File: config.mk
export PLATFORM = sky130hd
export DESIGN_NAME = bin_to_bcd_seq
export DESIGN_NICKNAME = d
export VERILOG_FILES = /design/src/rtl/bin_to_bcd_seq.sv
export SDC_FILE = /design/constraint.sdc
export NUM_CORES = 1
export LEC_CHECK = 0
export ABC_CLOCK_PERIOD_IN_PS = 1800
export CAP_MARGIN = 20
export CORE_ASPECT_RATIO = 1.25
export CORE_UTILIZATION = 50
export DETAILED_ROUTE_END_ITERATION = 8
export GPL_TIMING_DRIVEN = 1
export PLACE_DENSITY = 0.85
export SYNTH_ARGS = -nofsm -noshare
export SYNTH_HDL_FRONTEND = slang
export SYNTH_SLANG_ARGS = --single-unit
File: constraint.sdc
create_clock -name clk -period 1.8 [get_ports clk]
set_clock_uncertainty 0.05 [all_clocks]
set_input_delay 0.27 -clock clk [delete_from_list [all_inputs] [get_ports clk]]
set_output_delay 0.27 -clock clk [all_outputs]
set_load 0.01 [all_outputs]
File: src/rtl/bin_to_bcd_seq.sv
// Sequential binary-to-BCD converter (double-dabble, one bit per cycle).
// Optional registered seven-segment output is enabled by defining SEVEN_SEG_EN.
module bin_to_bcd_seq #(
  parameter int WORD_LENGTH = 8,
  parameter int DIGITS      = 3
) (
  input  logic                     clk,
  input  logic                     reset,
  input  logic [WORD_LENGTH-1:0]   data_in,
  input  logic                     start,
  output logic                     busy,
  output logic                     done,
  output logic [4*DIGITS-1:0]      bcd_out,
`ifdef SEVEN_SEG_EN
  output logic [7*DIGITS-1:0]      seg_out,
`endif
  output logic [1:0]               dbg_state
);

  localparam int CNT_W = $clog2(WORD_LENGTH + 1);
  localparam int BCD_W = 4 * DIGITS;

  // Handshake: start is a level request honoured only in S_IDLE (no queuing);
  // busy is high for exactly WORD_LENGTH cycles, then done pulses for one cycle
  // in the same cycle bcd_out first shows the new result.
  typedef enum logic [1:0] {
    S_IDLE    = 2'd0,
    S_CONVERT = 2'd1,
    S_DONE    = 2'd2
  } state_t;

  state_t                 state_q, state_d;
  logic [WORD_LENGTH-1:0] shift_q, shift_d;
  logic [BCD_W-1:0]       scratch_q, scratch_d;
  logic [CNT_W-1:0]       cnt_q, cnt_d;
  logic [BCD_W-1:0]       bcd_q, bcd_d;
  logic [BCD_W-1:0]       adj;
  logic                   last_bit;

  // Double-dabble correction: any digit >= 5 becomes >= 8 so the shift carries.
  function automatic logic [BCD_W-1:0] add3_digits(input logic [BCD_W-1:0] s);
    logic [BCD_W-1:0] r;
    r = s;
    for (int i = 0; i < DIGITS; i++) begin
      if (s[4*i +: 4] >= 4'd5) begin
        r[4*i +: 4] = s[4*i +: 4] + 4'd3;
      end
    end
    return r;
  endfunction

`ifdef SEVEN_SEG_EN
  logic [7*DIGITS-1:0] seg_q, seg_d;

  // Active-low segments ordered {g,f,e,d,c,b,a}; non-decimal codes blank.
  function automatic logic [6:0] seg7(input logic [3:0] d);
    logic [6:0] r;
    case (d)
      4'd0:    r = 7'b1000000;
      4'd1:    r = 7'b1111001;
      4'd2:    r = 7'b0100100;
      4'd3:    r = 7'b0110000;
      4'd4:    r = 7'b0011001;
      4'd5:    r = 7'b0010010;
      4'd6:    r = 7'b0000010;
      4'd7:    r = 7'b1111000;
      4'd8:    r = 7'b0000000;
      4'd9:    r = 7'b0010000;
      default: r = 7'b1111111;
    endcase
    return r;
  endfunction

  function automatic logic [7*DIGITS-1:0] seg_all(input logic [BCD_W-1:0] b);
    logic [7*DIGITS-1:0] r;
    r = '0;
    for (int i = 0; i < DIGITS; i++) begin
      r[7*i +: 7] = seg7(b[4*i +: 4]);
    end
    return r;
  endfunction

  localparam logic [7*DIGITS-1:0] SEG_ZERO = {DIGITS{7'b1000000}};
`endif

  assign adj      = add3_digits(scratch_q);
  assign last_bit = (cnt_q == CNT_W'(WORD_LENGTH - 1));

  always_comb begin
    state_d   = state_q;
    shift_d   = shift_q;
    scratch_d = scratch_q;
    cnt_d     = cnt_q;
    bcd_d     = bcd_q;
`ifdef SEVEN_SEG_EN
    seg_d     = seg_q;
`endif
    case (state_q)
      S_IDLE: begin
        if (start) begin
          shift_d   = data_in;
          scratch_d = '0;
          cnt_d     = '0;
          state_d   = S_CONVERT;
        end
      end
      S_CONVERT: begin
        scratch_d = {adj[BCD_W-2:0], shift_q[WORD_LENGTH-1]};
        shift_d   = {shift_q[WORD_LENGTH-2:0], 1'b0};
        cnt_d     = cnt_q + CNT_W'(1);
        // The final shifted scratch is the result; publish it as we leave.
        if (last_bit) begin
          bcd_d   = scratch_d;
`ifdef SEVEN_SEG_EN
          seg_d   = seg_all(scratch_d);
`endif
          state_d = S_DONE;
        end
      end
      S_DONE: begin
        state_d = S_IDLE;
      end
      default: begin
        state_d = S_IDLE;
      end
    endcase
  end

  always_ff @(posedge clk) begin
    if (reset) begin
      state_q   <= S_IDLE;
      shift_q   <= '0;
      scratch_q <= '0;
      cnt_q     <= '0;
      bcd_q     <= '0;
`ifdef SEVEN_SEG_EN
      seg_q     <= SEG_ZERO;
`endif
    end else begin
      state_q   <= state_d;
      shift_q   <= shift_d;
      scratch_q <= scratch_d;
      cnt_q     <= cnt_d;
      bcd_q     <= bcd_d;
`ifdef SEVEN_SEG_EN
      seg_q     <= seg_d;
`endif
    end
  end

  assign busy      = (state_q == S_CONVERT);
  assign done      = (state_q == S_DONE);
  assign bcd_out   = bcd_q;
  assign dbg_state = state_q;
`ifdef SEVEN_SEG_EN
  assign seg_out   = seg_q;
`endif

endmodule

==> results.json, run 1 <==
{
  "synth.ff_latch_count": 38,
  "cts_max_level": 2,
  "maxCapViolCount": 0,
  "ctsHoldBuffers": 0,
  "post-dp-hpwl_um": 2590,
  "final_cell_mix": "38 x dfxtp_1, 32 x nor2_1, 24 x clkdlybuf4s50_1, 22 x a21oi_1, 12 x nand2b_1",
  "cts_tree": "yes",
  "fin_crit_ns": 1.71,
  "start_util_pct": 52.5,
  "synth_cells": 209,
  "p_leak_nw": 0.829,
  "place_inst": 269,
  "nets": 256,
  "final_antenna_net_count": 0,
  "portBuffers": 26,
  "crit_arrival_ns": 1.87,
  "slew_violations": 0,
  "max_clock_freq_ghz": 0.585,
  "peakVddDrop_uv": 592,
  "drc": 0,
  "place_congestion": 0.801,
  "grt_first_pass_wirelength_um": 6490,
  "tightest_slew_ns": 0.338,
  "yosys_warnings": 0,
  "cts_buffers": 5,
  "path_clk_slew_ns": 0.07,
  "max_stage_delay_ns": 0.38,
  "setup_ws_ns": 0.0919,
  "seq_area_um2": 761,
  "viasPerCell": 5.77,
  "p_per_area_mw_per_mm2": 767,
  "hold_class": "flip-flop to flip-flop",
  "core-area_mm2": 0.00348,
  "critPathBufInv": 1,
  "fp.dieArea_mm2": 0.00391,
  "period_share_pct": 94.9,
  "fin_util_pct": 65.2,
  "seq_area_frac_synth_pct": 41.6,
  "crit_family": "compound AO/OA/AOI/OAI gates",
  "timing.slew.headroom_pct": 76.9,
  "finalHoldViolCount": 0,
  "cts_root_buffer": "clkbuf_8",
  "drive_gt1_share_pct": 14.2,
  "die_w_um": 56.1,
  "end_kind": "flip-flop",
  "routed_wl_um": 3950,
  "track_usage_pct": 20.7,
  "outcome": "finished, final reports clean",
  "multi_input_area_um2": 960,
  "synth_nets": 227,
  "setup_viol": 0,
  "rows": 24,
  "crit_required_ns": 1.96,
  "cts_setup_buffers": 0,
  "syn_area_per_cell_um2": 8.75,
  "syn_area_mm2": 0.00183,
  "num_antenna_cells": 0,
  "grt_max_degree": 25,
  "num_vias": 1604,
  "crit_fanout": 5,
  "cp_slowest_cell": "mux2_2",
  "drt_iter0_drc": 69,
  "worstPathCellList": "inv_1, ha_1, nand2b_1, a21oi_2, mux2_2, o21ai_0",
  "grt_antenna_before_repair": 0,
  "ys_types": 31,
  "wl_per_cell_um": 14.2,
  "cts_sinks": 38,
  "crit_type": "flip-flop to flip-flop",
  "place_ws_ns": 0.121,
  "fp.dieH_um": 69.6,
  "layout_commonest_cell": "dfxtp_1",
  "drt_pass1_iterations": 4,
  "instances_no_fill": 278,
  "io_pins": 27,
  "fill_cells": 301,
  "grt_pass1_vias": 1463,
  "areaGrowthSynthToFinish_pct": 24.1,
  "overflow": 0,
  "clk_path_buf_depth": 2,
  "total_power_mw": 1.74,
  "worstSkewPairLatency_ns": 0.29,
  "crit_path_start_kind": "flip-flop"
}
## power breakdown
group,internal (mW),total (mW),leakage [nW],switching (mW)
logic,0.0736,0.156,0.468,0.0824
clock network,0.415,0.706,0.0524,0.292
registers,0.861,0.878,0.309,0.0170
## final timing paths
kind,from,to,slack [ns],cells past startpoint
setup reg to reg,scratch_q[0],scratch_q[2],0.09,6
hold / removal,bcd_out[10],bcd_out[10],0.44,2
hold reg to reg,bcd_out[10],bcd_out[10],0.44,2
setup / recovery,scratch_q[0],scratch_q[2],0.09,6
## cell families (layout without fill, tap and decap cells)
logic type | count (synthesis) | after routing | share of synthesized area [%]
buf+inv | 26 | 56 | 6.36
flops | 38 | 38 | 41.6
fa+ha+maj | 7 | 7 | 4.79
compound gates | 60 | 60 | 22.4
simple gates | 70 | 70 | 20.5
mux | 5 | 5 | 3.01
xor+xnor | 3 | 3 | 1.44
## timing repair
item | CTS | global route
endpoints found under the setup margin | 2 | 4
gates resized for setup | 4 | 2
gates cloned | 1 | 0
pin swaps | 0 | 0
hold endpoints to repair | 0 | 0
## state kept, by name, summed over array words and instances (netlist names)
name / cells
scratch_q: 12
dbg_state: 2
cnt_q: 4
bcd_out: 12
shift_q: 8
## cells in the mapped netlist (all sizes together)
| library cell | number | area share [%] |
|---|---|---|
| o32ai | 5 | 2.4 |
| a21oi | 24 | 6.6 |
| ha | 7 | 4.8 |
| nor3 | 5 | 1.4 |
| nand2b | 13 | 4.9 |
| o221a | 4 | 2.5 |
| xnor2 | 3 | 1.4 |
| or2 | 1 | 0.34 |
| inv | 12 | 2.5 |
| clkbuf | 8 | 1.6 |
| o22ai | 6 | 2.1 |
| nor3b | 5 | 2.1 |
| a2111oi | 2 | 0.96 |
| nand3b | 5 | 2.1 |
| a22oi | 4 | 1.6 |
| a211oi | 6 | 3.8 |
| and4b | 2 | 1.1 |
| nor2b | 3 | 1.0 |
| nand3 | 4 | 1.1 |
| buf | 6 | 2.3 |
| mux2 | 4 | 2.5 |
| dfxtp | 38 | 42 |
| mux2i | 1 | 0.55 |
| nor2 | 32 | 6.6 |
| o21ai | 9 | 2.5 |
## area by class of cell
type,instances,share of cell area [%]
sequential,38,33.5
clock inverter,1,1.32
tap,39,2.15
clock buffer,7,3.36
timing repair buffer,36,15.3
multi-input combinational,145,42.3
inverter,12,2.09
## worst reg2reg max path, delay by kind of cell (launching register included)
family / cells / cell delay (ns)
flops: 1 / 0.35
mux: 1 / 0.38
buf+inv: 1 / 0.10
fa+ha+maj: 1 / 0.25
simple gates: 1 / 0.12
compound gates: 2 / 0.39
## layer usage
layer | global-route usage (%) | part of all wire (%) | routed length (um) | vias to the layer above
met5 | 0 | 0 | 0 | -
met4 | 8.40 | 0.89 | 35 | 0
met3 | 4.85 | 4.5 | 176 | 5
met2 | 33.5 | 51 | 2010 | 39
met1 | 26.6 | 44 | 1740 | 766
li1 | - | - | - | 794
## through the flow
stage	hold WS (ns)	cell area, um^2	setup TNS (ns)
3_3_place_gp	0.423	2150	0
5_1_grt	0.460	2270	-0.0323
2_1_floorplan	0.407	1830	0
6_report	0.436	2270	0
4_1_cts	0.439	2260	0
3_5_place_dp	0.424	2150	0
Power figures use the tool's default switching activity.
==> inputs of run 2 (changes only) <==
CTS_CLUSTER_SIZE = 12   (was unset)
==> results of run 2 <==
Same layout as run 1: the final DEF is identical, and so are final timing and power.
==> inputs of run 3 (changes only) <==
ABC_CLOCK_PERIOD_IN_PS = 2100   (was 1800)
clock period = 2.1 ns   (was 1.8 ns; I/O delays follow)
==> run 3 against run 2 <==
Compared with the run above: sequential power shrank 14%; first-iteration DRC count shrank 16%; highest routed layer unchanged; combinational power decreased by 13%; critical endpoint is now done.
==> results.json, run 3 (synthesized netlist as in run 1, its figures left out) <==
{
  "areaGrowthSynthToFinish_pct": 21.2,
  "final_antenna_net_count": 0,
  "ff2ff_path_depth": 6,
  "period_share_pct": 89.1,
  "crit_type": "flip-flop to output pin",
  "drc": 0,
  "finalHoldViolCount": 0,
  "power_switching_share_pct": 23.3,
  "num_vias": 1557,
  "drt_iter0_drc": 58,
  "end_kind": "output pin",
  "setup_ws_ns": 0.229,
  "tns_ns": 0,
  "place_congestion": 0.797,
  "cts_buffers": 5,
  "worstReg2RegStart": "scratch_q[4]",
  "slew_violations": 0,
  "rows": 24,
  "combPwrFrac_pct": 9.8,
  "track_usage_pct": 22.5,
  "fin_util_pct": 63.6,
  "grt_max_degree": 21,
  "maxCapViolCount": 0,
  "start_util_pct": 52.5,
  "grt_pass1_vias": 1514,
  "wl_per_cell_um": 14.4,
  "p_per_area_mw_per_mm2": 621,
  "hold_class": "flip-flop to flip-flop",
  "path_clk_slew_ns": 0.07,
  "outcome": "finished, final reports clean",
  "r2r_slack_ns": 0.39,
  "ctsHoldBuffers": 0,
  "holdPathEnd": "bcd_out[2]",
  "core-area_mm2": 0.00348,
  "instances_no_fill": 275,
  "overflow": 0,
  "p_switching_mw": 0.321,
  "io_pins": 27,
  "p_leak_nw": 0.802,
  "place_ws_ns": 0.326,
  "cts_sinks": 38,
  "worstSkewPairLatency_ns": 0.29,
  "final_cell_mix": "38 x dfxtp_1, 32 x nor2_1, 26 x clkdlybuf4s50_1, 24 x a21oi_1, 12 x nand2b_1",
  "tightest_slew_ns": 0.354,
  "viasPerCell": 5.66,
  "cts_root_buffer": "clkbuf_8",
  "fp.dieH_um": 69.6,
  "rsz0062_at_grt": "false",
  "drt_pass1_iterations": 4,
  "portBuffers": 26,
  "nets": 255,
  "clkPwrFrac_pct": 35.5,
  "crit_fanout": 20,
  "grt_antenna_before_repair": 0,
  "layout_commonest_cell": "dfxtp_1",
  "crit_path_start_kind": "flip-flop",
  "cts-resized-gates": 0,
  "setup_viol": 0,
  "max_clock_freq_ghz": 0.534,
  "cts_max_level": 2,
  "hold-path-cell-count": 2,
  "cts_setup_buffers": 0,
  "num_antenna_cells": 0,
  "cts_tree": "yes",
  "seqPwrFrac_pct": 54.7,
  "fin_crit_ns": 1.87,
  "fp.dieArea_mm2": 0.00391,
  "crit_arrival_ns": 1.51,
  "place_inst": 269,
  "clk_path_buf_depth": 2,
  "peakVddDrop_uv": 511,
  "reg2reg_to": "scratch_q[6]",
  "min-delay-start": "bcd_out[2]",
  "grt_first_pass_wirelength_um": 6820,
  "total_power_mw": 1.38,
  "intPower_mw": 1.06,
  "die_w_um": 56.1,
  "drive_gt1_share_pct": 13.1,
  "routed_wl_um": 3950,
  "timing.slew.headroom_pct": 75.8,
  "crit_required_ns": 1.74,
  "post-dp-hpwl_um": 2670
}
## run 3: power by group through the flow
stage          Sequential [mW]  Combinational (mW)  Clock [mW]
2_1_floorplan            0.766              0.0814           0
4_1_cts                  0.753               0.136       0.506
5_1_grt                  0.755               0.150       0.542
6_report                 0.753               0.135       0.489
3_5_place_dp             0.769               0.134           0
3_3_place_gp             0.768               0.131           0
## run 3: worst max-delay path, stage by stage, from the launching register on
cell             delay (ns)
dfxtp_1                0.32
buf_4                  0.21
nor2b_1                0.15
clkdlybuf4s50_1        0.53
## run 3: how the worst max path moves through the flow
stage | endpoint | slack, ns | start
after global placement | shift_q[2] | 0.44 | start
after floorplan | scratch_q[6] | 0.59 | scratch_q[4]
after CTS | busy | 0.21 | dbg_state[1]
after detailed placement | shift_q[2] | 0.33 | start
after global routing | busy | 0.15 | dbg_state[1]
final | done | 0.23 | dbg_state[1]
## run 3: area by class of cell
type / count / area [um^2]
Fill cell: 292 / 1270
Multi-Input combinational cell: 145 / 952
Sequential cell: 38 / 761
Timing Repair Buffer: 35 / 328
Clock buffer: 6 / 82.6
Tap cell: 39 / 48.8
Inverter: 12 / 45.0
## run 3: per-stage QoR
stage | hold WS [ns] | instance area, um^2
after floorplan | 0.407 | 1830
after global routing | 0.463 | 2220
final | 0.433 | 2220
after CTS | 0.441 | 2220
after global placement | 0.423 | 2130
after detailed placement | 0.425 | 2130
## run 3: per-layer routing
layer | global-route usage [%] | wire length [um]
met1 | 25.7 | 1680
met2 | 38.2 | 2000
met3 | 6.16 | 202
met4 | 10.6 | 78
met5 | 0 | 0
